## config.mk

```make
export PLATFORM = sky130hd
export DESIGN_NAME = lut_interp_fetch
export DESIGN_NICKNAME = d
export VERILOG_FILES = /design/src/rtl/lut_interp_fetch.sv
export SDC_FILE = /design/constraint.sdc
export NUM_CORES = 1
export LEC_CHECK = 0
export ABC_CLOCK_PERIOD_IN_PS = 1950
export BUFFER_PORTS_ARGS = -buffer_cell sky130_fd_sc_hd__buf_2
export CORE_ASPECT_RATIO = 2
export CORE_MARGIN = 2
export CORE_UTILIZATION = 52
export DETAILED_ROUTE_END_ITERATION = 16
export MAX_ROUTING_LAYER = met4
export PLACE_DENSITY = 0.87
export SYNTH_ARGS = -nofsm -noshare
export SYNTH_HDL_FRONTEND = slang
export SYNTH_SLANG_ARGS = --single-unit
```

## constraint.sdc

```tcl
create_clock -name clk -period 1.95 [get_ports clk]
set_input_delay 0.195 -clock clk [delete_from_list [all_inputs] [get_ports clk]]
set_output_delay 0.195 -clock clk [all_outputs]
set_load 0.1 [all_outputs]
```

## src/rtl/lut_interp_fetch.sv

```systemverilog
// -----------------------------------------------------------------------------
// lut_interp_fetch
//
// Front end of the piecewise-linear activation interpolator. It accepts one
// signed sample x and splits it into a table index (upper bits) and a
// fractional remainder (low FRAC_W bits). It then reads the activation table
// twice through a single-read-port interface, once at the index and once at
// index+1 (saturated). The triple {base, next_data, remaining} is presented
// over a valid/ready handshake. Only one sample is in flight at a time.
//
// Ports
//   clk          rising-edge clock
//   rst          asynchronous, active-low reset
//   in_valid     in_data is valid
//   in_data      signed sample x (DATA_W)
//   in_ready     block is in IDLE and can accept a sample
//   table_re     table read strobe
//   table_addr   table read address (IDX_W)
//   table_rdata  table read data, valid the cycle after table_re
//   out_valid    output triple is valid
//   out_ready    interpolator consumes the triple
//   base         table entry at the index
//   next_data    table entry at index+1, saturated at the top entry
//   remaining    zero-extended x[FRAC_W-1:0]
//
// Configuration macro
//   LUT_FETCH_SKIP_ZERO_EN  when defined, a sample whose remainder is 0 skips
//                           the second read. next_data is then loaded with
//                           base, and the latency drops from 3 to 2 edges.
// -----------------------------------------------------------------------------
module lut_interp_fetch #(
  parameter int DATA_W = 8,
  parameter int FRAC_W = 4
) (
  input  logic                        clk,
  input  logic                        rst,
  input  logic                        in_valid,
  input  logic signed [DATA_W-1:0]    in_data,
  output logic                        in_ready,
  output logic                        table_re,
  output logic [DATA_W-FRAC_W-1:0]    table_addr,
  input  logic signed [DATA_W-1:0]    table_rdata,
  output logic                        out_valid,
  input  logic                        out_ready,
  output logic signed [DATA_W-1:0]    base,
  output logic signed [DATA_W-1:0]    next_data,
  output logic signed [DATA_W-1:0]    remaining
);

  localparam int IDX_W = DATA_W - FRAC_W;

  localparam logic [2:0] S_IDLE    = 3'd0;
  localparam logic [2:0] S_RD_BASE = 3'd1;
  localparam logic [2:0] S_RD_NEXT = 3'd2;
  localparam logic [2:0] S_CAPT    = 3'd3;
  localparam logic [2:0] S_OUT     = 3'd4;

  logic [2:0]               r_state;
  logic [2:0]               w_state_nxt;
  logic                     r_in_ready;
  logic                     r_out_valid;
  logic [IDX_W-1:0]         r_table_addr;
  logic [IDX_W-1:0]         r_addr_next;
  logic signed [DATA_W-1:0] r_base;
  logic signed [DATA_W-1:0] r_next_data;
  logic [DATA_W-1:0]        r_remaining;

  logic [IDX_W-1:0]         w_addr_base;
  logic [IDX_W-1:0]         w_addr_next;
  logic [DATA_W-1:0]        w_remaining;
  logic                     w_accept;
  logic                     w_skip;

  // Adding the 2**(IDX_W-1) offset to the signed index is the same as
  // inverting its sign bit, so addresses span 0..2**IDX_W-1 without wrapping.
  assign w_addr_base = {~in_data[DATA_W-1], in_data[DATA_W-2:FRAC_W]};
  assign w_addr_next = (&w_addr_base) ? w_addr_base : w_addr_base + IDX_W'(1);
  assign w_remaining = {{IDX_W{1'b0}}, in_data[FRAC_W-1:0]};

  // r_in_ready is high only in IDLE, so this alone qualifies the accept.
  assign w_accept = in_valid & r_in_ready;

`ifdef LUT_FETCH_SKIP_ZERO_EN
  // A zero remainder makes next_data irrelevant to the interpolator, so the
  // second read is skipped.
  assign w_skip = (r_remaining[FRAC_W-1:0] == '0);
`else
  assign w_skip = 1'b0;
`endif

  // NOTE: every variable assigned in always_comb gets a default first, so that
  // no path leaves it unassigned and no latch is inferred.
  always_comb begin
    w_state_nxt = r_state;
    case (r_state)
      S_IDLE:    if (w_accept) w_state_nxt = S_RD_BASE;
      S_RD_BASE: w_state_nxt = S_RD_NEXT;
      S_RD_NEXT: w_state_nxt = w_skip ? S_OUT : S_CAPT;
      S_CAPT:    w_state_nxt = S_OUT;
      S_OUT:     if (out_ready) w_state_nxt = S_IDLE;
      default:   w_state_nxt = S_IDLE;
    endcase
  end

  // NOTE: state is updated with non-blocking assignments only, so every
  // register here samples the pre-edge values of the others.
  always_ff @(posedge clk or negedge rst) begin
    if (!rst) begin
      r_state      <= S_IDLE;
      r_in_ready   <= 1'b0;
      r_out_valid  <= 1'b0;
      r_table_addr <= '0;
      r_addr_next  <= '0;
      r_base       <= '0;
      r_next_data  <= '0;
      r_remaining  <= '0;
    end else begin
      r_state <= w_state_nxt;
      // The handshake flags are registered decodes of the next state. This
      // keeps in_valid and out_ready off any combinational path to them.
      r_in_ready  <= (w_state_nxt == S_IDLE);
      r_out_valid <= (w_state_nxt == S_OUT);

      if (w_accept) begin
        r_table_addr <= w_addr_base;
        r_addr_next  <= w_addr_next;
        r_remaining  <= w_remaining;
      end

      // The address moves only when another read follows. Otherwise it holds.
      if (r_state == S_RD_BASE && !w_skip) begin
        r_table_addr <= r_addr_next;
      end

      // Read data lags the strobe by one cycle. The base read returns in
      // RD_NEXT and the next read returns in CAPT.
      if (r_state == S_RD_NEXT) begin
        r_base <= table_rdata;
        if (w_skip) begin
          r_next_data <= table_rdata;
        end
      end

      if (r_state == S_CAPT) begin
        r_next_data <= table_rdata;
      end
    end
  end

  assign in_ready   = r_in_ready;
  assign out_valid  = r_out_valid;
  assign table_re   = (r_state == S_RD_BASE) || ((r_state == S_RD_NEXT) && !w_skip);
  assign table_addr = r_table_addr;
  assign base       = r_base;
  assign next_data  = r_next_data;
  assign remaining  = r_remaining;

endmodule

```

# Word-level counts from Yosys, hierarchy flattened
# Index checks and enable logic that the tools add are counted.
# totals
input_bits,20
regBits,33
# op_classes
bitwise,2
n_eq_ne,5
muxes,6
reduce_logical,5
n_addsub,1
# ops
cell,count
$pmux 3 s5,1
$mux 4,3
$eq 3x2->1 const B,2
$eq 3x3->1 const B,2
$logic_not 3->1,2
$mux 3,2
$add 4x1->4 const B,1
$reduce_and 4->1,1
$eq 3x1->1 const B,1
$reduce_bool 2->1,1
$and 1x1->1,1
$logic_or 1x1->1,1
$not 1->1,1

# Longest topological paths before layout
# Gate-level depths: netlist of run 1.
# logic_depth
ltp_word,4
ltp_mapped,5

# Least setup slack after synthesis of run 1
# Ideal clock, no wire load.
# synth_path
kind,reg2out
startpoint,reg r_state[0]
endpoint,out table_re
t_arrival_ns,1.884
path_slack_ns,-0.129
path_stages_with_launch,4
t_required_ns,1.755
path_buffers,1
path_cell_list,dfrtp_1 buf_4 xnor2_1 nor2_1
# synth_between
elab_chain_len,2
elab_cells_between_ends,3
cone_classes,2 x eq/ne; 1 x reduce/logical
# synth_lines
element,line_no,source
from (decl),58,logic [2:0] r_state;
from (signal assigned),118,r_state <= w_state_nxt;
$eq 3x1->1 or $eq 3x2->1 (tied branches),152,assign table_re = (r_state == S_RD_BASE) || ((r_state == S_RD_NEXT) && !w_skip);
$logic_or 1x1->1 *,152,
to (decl),40,"output logic table_re,"
# Every way passes the cells marked *; elsewhere a longest branch is shown, timed or not.

# Worst setup path after layout of run 1
# Same ends and word-level chain as after synthesis.

==> out/qor.txt, run 1 <==
Worst Skew -> 5.84 ps
Fmax -> 0.601 GHz
CTS tree -> built
Synth area leader -> dfrtp_1
HP Start -> in_data[3]
dpl hpwl -> 2110 microns
run status -> completed
Gate Count Post-Synth -> 109
Clock Sinks -> 33
most frequent cell after synthesis -> dfrtp_1
period utilisation layout -> 85.3%
Final Hold Fails -> 0
IO Port Bufs -> 46
number of global-route vias before repair -> 1061
Seq cells post-synth -> 33
postcts setup bufs -> 0
unrepaired setup endpoints after global routing -> no
Crit Path Category -> reg -> out
initial antenna violation count -> 0
R2R Path Start -> r_state[1]$_DFF_PN0_
GRT Util Overall -> 21.0%
RePlAce Congestion -> 0.710
Skew-Pair Late Insertion Delay -> 280 ps
Synth top area share -> 58.7%
Post-synth top cells -> dfrtp_1 (33), mux2_2 (20), nand2_1 (12)
synth unique cells -> 21
source of the critical timing path -> r_state[0]$_DFF_PN0_
Resize count post-CTS -> 0
Final Slew Violations -> 0
IO Pins -> 51
fraction of layout cells with a size suffix above 1 -> 49.4%
Root Driver -> clkbuf_8
min Tclk post-route -> 1660 ps
max cap viols -> 0
largest net degree at the start of global routing -> 34
DIE AREA -> 0.00316 sq mm
Least-Margin Pin Slew -> 704 ps
Data required, critical path -> 1750 ps
routed len/inst -> 14.6 microns
Initial DRC Count -> 20
Critical Path AT -> 1470 ps
DRT Wirelength -> 2710 microns
crit-path cells -> xnor2_1 -> nor2_2 -> buf_2
height of the die -> 77.5 microns
grt ovf -> 0
async set-reset flop share out of synthesis -> 100%
ANT nets after route -> 0
Row Count -> 26
crit start category -> flip-flop
Clock transition at path regs -> 70 ps
Final setup viols -> 0
Vias/cell -> 5.11
Synth Cell Area -> 0.00141 sq mm
synth top area cells -> dfrtp_1 (59%), mux2_2 (16%), buf_4 (3.7%), mux2i_1 (3.6%), nand2_1 (3.2%)
sequential fraction of the synthesis area -> 58.7%
Antenna Cells -> 0
post-route DRC violation count -> 0
Main synth FF type -> dfrtp_1
Syn Area/Cell -> 12.9 sq um
synth warn -> 0
Hold Path Class -> in -> reg
die width -> 40.8 microns
Nets -> 178
Largest stage delay, worst path -> 480 ps
first-pass GRT wire length -> 4590 microns
area of the core -> 0.00257 sq mm
Fin Setup TNS -> 0 ps
Worst path slowest cell -> dfrtp_1
Starting Density -> 54.7%
kind of end point of the critical path -> primary output
Layout area overhead -> 23.3%
Slew HR -> 53.1%
number of flops mapped to enable cells by yosys -> 0
Clock Tree Buf Depth -> 2
Worst Path Max Fanout -> 8
Via Count -> 951
DR pass1 iterations -> 4
CTS buffer count -> 5
H-tree Lvls -> 2
[placed cells by master, fill, tap and decap left out]
cell	instances
nand3b_1	2
and2_1	1
nor3_1	2
dfrtp_1	33
a21oi_1	3
nor3b_4	1
buf_2	46
clkinv_2	1
or4b_4	1
nor2_2	1
nand2_1	12
o21ai_0	8
ha_1	1
clkbuf_8	7
nor3b_2	1
nor2_1	2
xnor2_1	2
dlygate4sd3_1	1
conb_1	4
inv_1	1
nand3_1	2
mux2i_1	5
o31ai_1	1
mux2_2	20
[kinds of logic (layout without fill, tap and decap cells)]
logic type | after synthesis | after routing | share of synthesized area, %
other | 1 | 4 | 0.267
buffers and inverters | 10 | 56 | 4.72
adders and majority gates | 1 | 1 | 0.890
AOI/OAI and AO/OA | 12 | 12 | 4.45
xor gates and xnor gates | 2 | 2 | 1.25
DFF | 33 | 33 | 58.7
muxes | 25 | 25 | 19.6
and+or+nand+nor | 25 | 25 | 10.1
[routing by layer]
layer	global-route usage (%)	share of wire (%)
met5	-	0
met2	37.1	60
met4	5.00	1.3
met3	5.14	4.1
met1	21.2	35
[path summary, 6_finish.rpt]
path | endpoint | slack [ps] | cells after the start
worst max-delay path | table_re | 290 | 3
worst min-delay path | remaining[3]$_DFFE_PN0P_ | 150 | 2
worst max register to register | base[7]$_DFFE_PN0P_ | 490 | 2
worst min register to register | r_addr_next[3]$_DFFE_PN0P_ | 490 | 2
max in group asynchronous | next_data[3]$_DFFE_PN0N_ | 1000 | 2
min in group asynchronous | table_addr[1]$_DFFE_PN0P_ | 490 | 2
[sequential cells by signal, summed over array words and instances, names as in the netlist]
register     flops
base             8
out_valid        1
in_ready         1
table_addr       4
r_addr_next      4
remaining        4
r_state          3
next_data        8
[worst max-delay path, delay by kind of cell, from the launching register on]
family        cells  cell delay [ps]
xor+xnor          1              190
buf+inv           1              430
flops             1              480
simple gates      1               90
[stage by stage]
stage	setup WS, ps	util, %	area (sq um)	cells	hold WS (ps)
3_3_place_gp	491	63.1	1620	177	275
3_5_place_dp	455	63.1	1620	177	287
2_1_floorplan	7.30	-	1420	112	-101
5_1_grt	225	67.5	1730	186	152
6_report	287	67.5	1730	186	149
4_1_cts	269	67.5	1730	186	149
[final cells by class]
class | instances | area, sq um
timing repair buffer | 47 | 240
tap | 28 | 35.0
inverter | 1 | 3.75
clock inverter | 1 | 5.00
fill | 202 | 836
clock buffer | 7 | 96.3
sequential | 33 | 826
multi-input combinational | 69 | 528
[timing repair]
action	in CTS	in global routing
hold endpoints to repair	33	0
hold buffers	1	0
setup endpoints to repair	0	0
Power of run 1 is not shown: default switching activity piles up to over one toggle a cycle in this logic, so the estimate is an artifact.
==> inputs of run 2 (changes only) <==
Settings changed: CORE_UTILIZATION 52 to 35, CTS_CLUSTER_SIZE set to 30, PLACE_DENSITY 0.87 to 0.69.
==> run 2 against run 1 <==
Effect of this change: fmax down 1.6%; via count is 3.3% higher; register-to-register slack worse by 30 ps; critical path type unchanged.
==> out/qor.txt, run 2 (same netlist as run 1, synthesis figures left out) <==
die width -> 48.8 microns (was 40.8 microns)
height of the die -> 93.6 microns (was 77.5 microns)
kind of end point of the critical path -> primary output (unchanged)
DRT Wirelength -> 2650 microns (was 2710 microns)
max cap viols -> 0 (unchanged)
Layout area overhead -> 26.4% (was 23.3%)
H-tree Lvls -> 2 (unchanged)
Fin Setup TNS -> 0 ps (unchanged)
Row Count -> 32 (was 26)
grt ovf -> 0 (unchanged)
Initial DRC Count -> 13 (was 20)
DIE AREA -> 0.00457 sq mm (was 0.00316 sq mm)
Slew HR -> 52.6% (was 53.1%)
run status -> completed (unchanged)
IO Pins -> 51 (unchanged)
DR pass1 iterations -> 4 (unchanged)
initial antenna violation count -> 0 (unchanged)
Least-Margin Pin Slew -> 710 ps (was 704 ps)
post-route DRC violation count -> 0 (unchanged)
HP Start -> in_data[3] (unchanged)
Final setup viols -> 0 (unchanged)
Nets -> 178 (unchanged)
dpl ws -> 436 ps (was 455 ps)
period utilisation layout -> 86.7% (was 85.3%)
R2R Path Start -> r_state[2]$_DFF_PN0_ (was r_state[1]$_DFF_PN0_)
unrepaired setup endpoints after global routing -> no (unchanged)
Starting Density -> 36.6% (was 54.7%)
Clock transition at path regs -> 70 ps (about the same)
Largest stage delay, worst path -> 480 ps (about the same)
CTS tree -> built (unchanged)
Worst Skew -> 7.39 ps (was 5.84 ps)
IO Port Bufs -> 46 (unchanged)
Worst Path Max Fanout -> 8 (unchanged)
min Tclk post-route -> 1690 ps (was 1660 ps)
Fmax -> 0.592 GHz (was 0.601 GHz)
dpl hpwl -> 2040 microns (was 2110 microns)
first-pass GRT wire length -> 4490 microns (was 4590 microns)
crit start category -> flip-flop (unchanged)
crit-path cells -> xnor2_1 -> nor2_2 -> buf_2 (unchanged)
ANT nets after route -> 0 (unchanged)
CTS buffer count -> 5 (unchanged)
most common cell after layout, fill and taps aside -> buf_2 (unchanged)
Antenna Cells -> 0 (unchanged)
Crit Path Category -> reg -> out (unchanged)
Final Hold Fails -> 0 (unchanged)
fraction of layout cells with a size suffix above 1 -> 48.7% (was 49.4%)
Root Driver -> clkbuf_8 (unchanged)
Worst path slowest cell -> dfrtp_1 (unchanged)
routed len/inst -> 12.7 microns (was 14.6 microns)
Final Worst Setup Slack -> 259 ps (was 287 ps)
Skew-Pair Late Insertion Delay -> 280 ps (about the same)
Via Count -> 982 (was 951)
Critical path buffers and inverters -> 1 (unchanged)
Clock Tree Buf Depth -> 2 (unchanged)
CP delay by family, top -> flip-flops (unchanged)
Final Slew Violations -> 0 (unchanged)
postcts setup bufs -> 0 (unchanged)
most frequent cells in the layout -> buf_2 (46), dfrtp_1 (33), mux2_2 (20), nand2_1 (12), o21ai_0 (8) (unchanged)
Data required, critical path -> 1750 ps (about the same)
Clock Sinks -> 33 (unchanged)
Critical Path AT -> 1500 ps (was 1470 ps)
source of the critical timing path -> r_state[0]$_DFF_PN0_ (unchanged)
RePlAce Congestion -> 0.700 (was 0.710)
largest net degree at the start of global routing -> 34 (unchanged)
GRT Util Overall -> 13.6% (was 21.0%)
area of the core -> 0.00384 sq mm (was 0.00257 sq mm)
Hold Path Class -> in -> reg (unchanged)
number of global-route vias before repair -> 995 (was 1061)
Vias/cell -> 4.70 (was 5.11)
[run 2: cell types whose count changed in the layout (fill, tap and decap cells not counted)]
cell	change
bufinv_16	+1
clkbuf_1	+1
clkbuf_8	-1
clkinv_2	-1
[run 2: layout make-up]
type                    instances  area (sq um)
clock inverters                 1          30.0
fillers                       387          2070
inverters                       1          3.75
flip-flops and latches         33           826
multi-input cells              69           528
well taps                      51          63.8
clock buffers                   7          86.3
repair buffers                 47           240
[run 2: worst paths after layout]
path / endpoint / slack (ps) / cells past startpoint
setup / recovery: table_re / 260 / 3
hold / removal: remaining[3]$_DFFE_PN0P_ / 140 / 2
setup reg to reg: next_data[0]$_DFFE_PN0N_ / 460 / 2
hold reg to reg: table_addr[0]$_DFFE_PN0P_ / 480 / 2
max in group asynchronous: r_state[1]$_DFF_PN0_ / 990 / 2
min in group asynchronous: remaining[3]$_DFFE_PN0P_ / 490 / 2
[run 2: what timing repair did]
action                    CTS  global route
hold endpoints to repair   33             0
hold buffers                1             0
resized for setup           0             0
[run 2: stage by stage]
step,utilization (%),area (sq um),hold WS [ps],instances
finish,46.3,1780,139,209
global route,46.3,1780,143,209
CTS,46.3,1780,136,209
detailed placement,43.0,1650,297,200
global placement,43.0,1650,276,200
floorplan,-,1420,-101,112
[run 2: layer usage]
metal | global-route usage [%] | part of all wire (%)
met3 | 4.95 | 5.3
met5 | - | 0
met1 | 13.3 | 38
met4 | 7.14 | 2.3
met2 | 23.3 | 54
Power of run 2 is left out for the same reason.
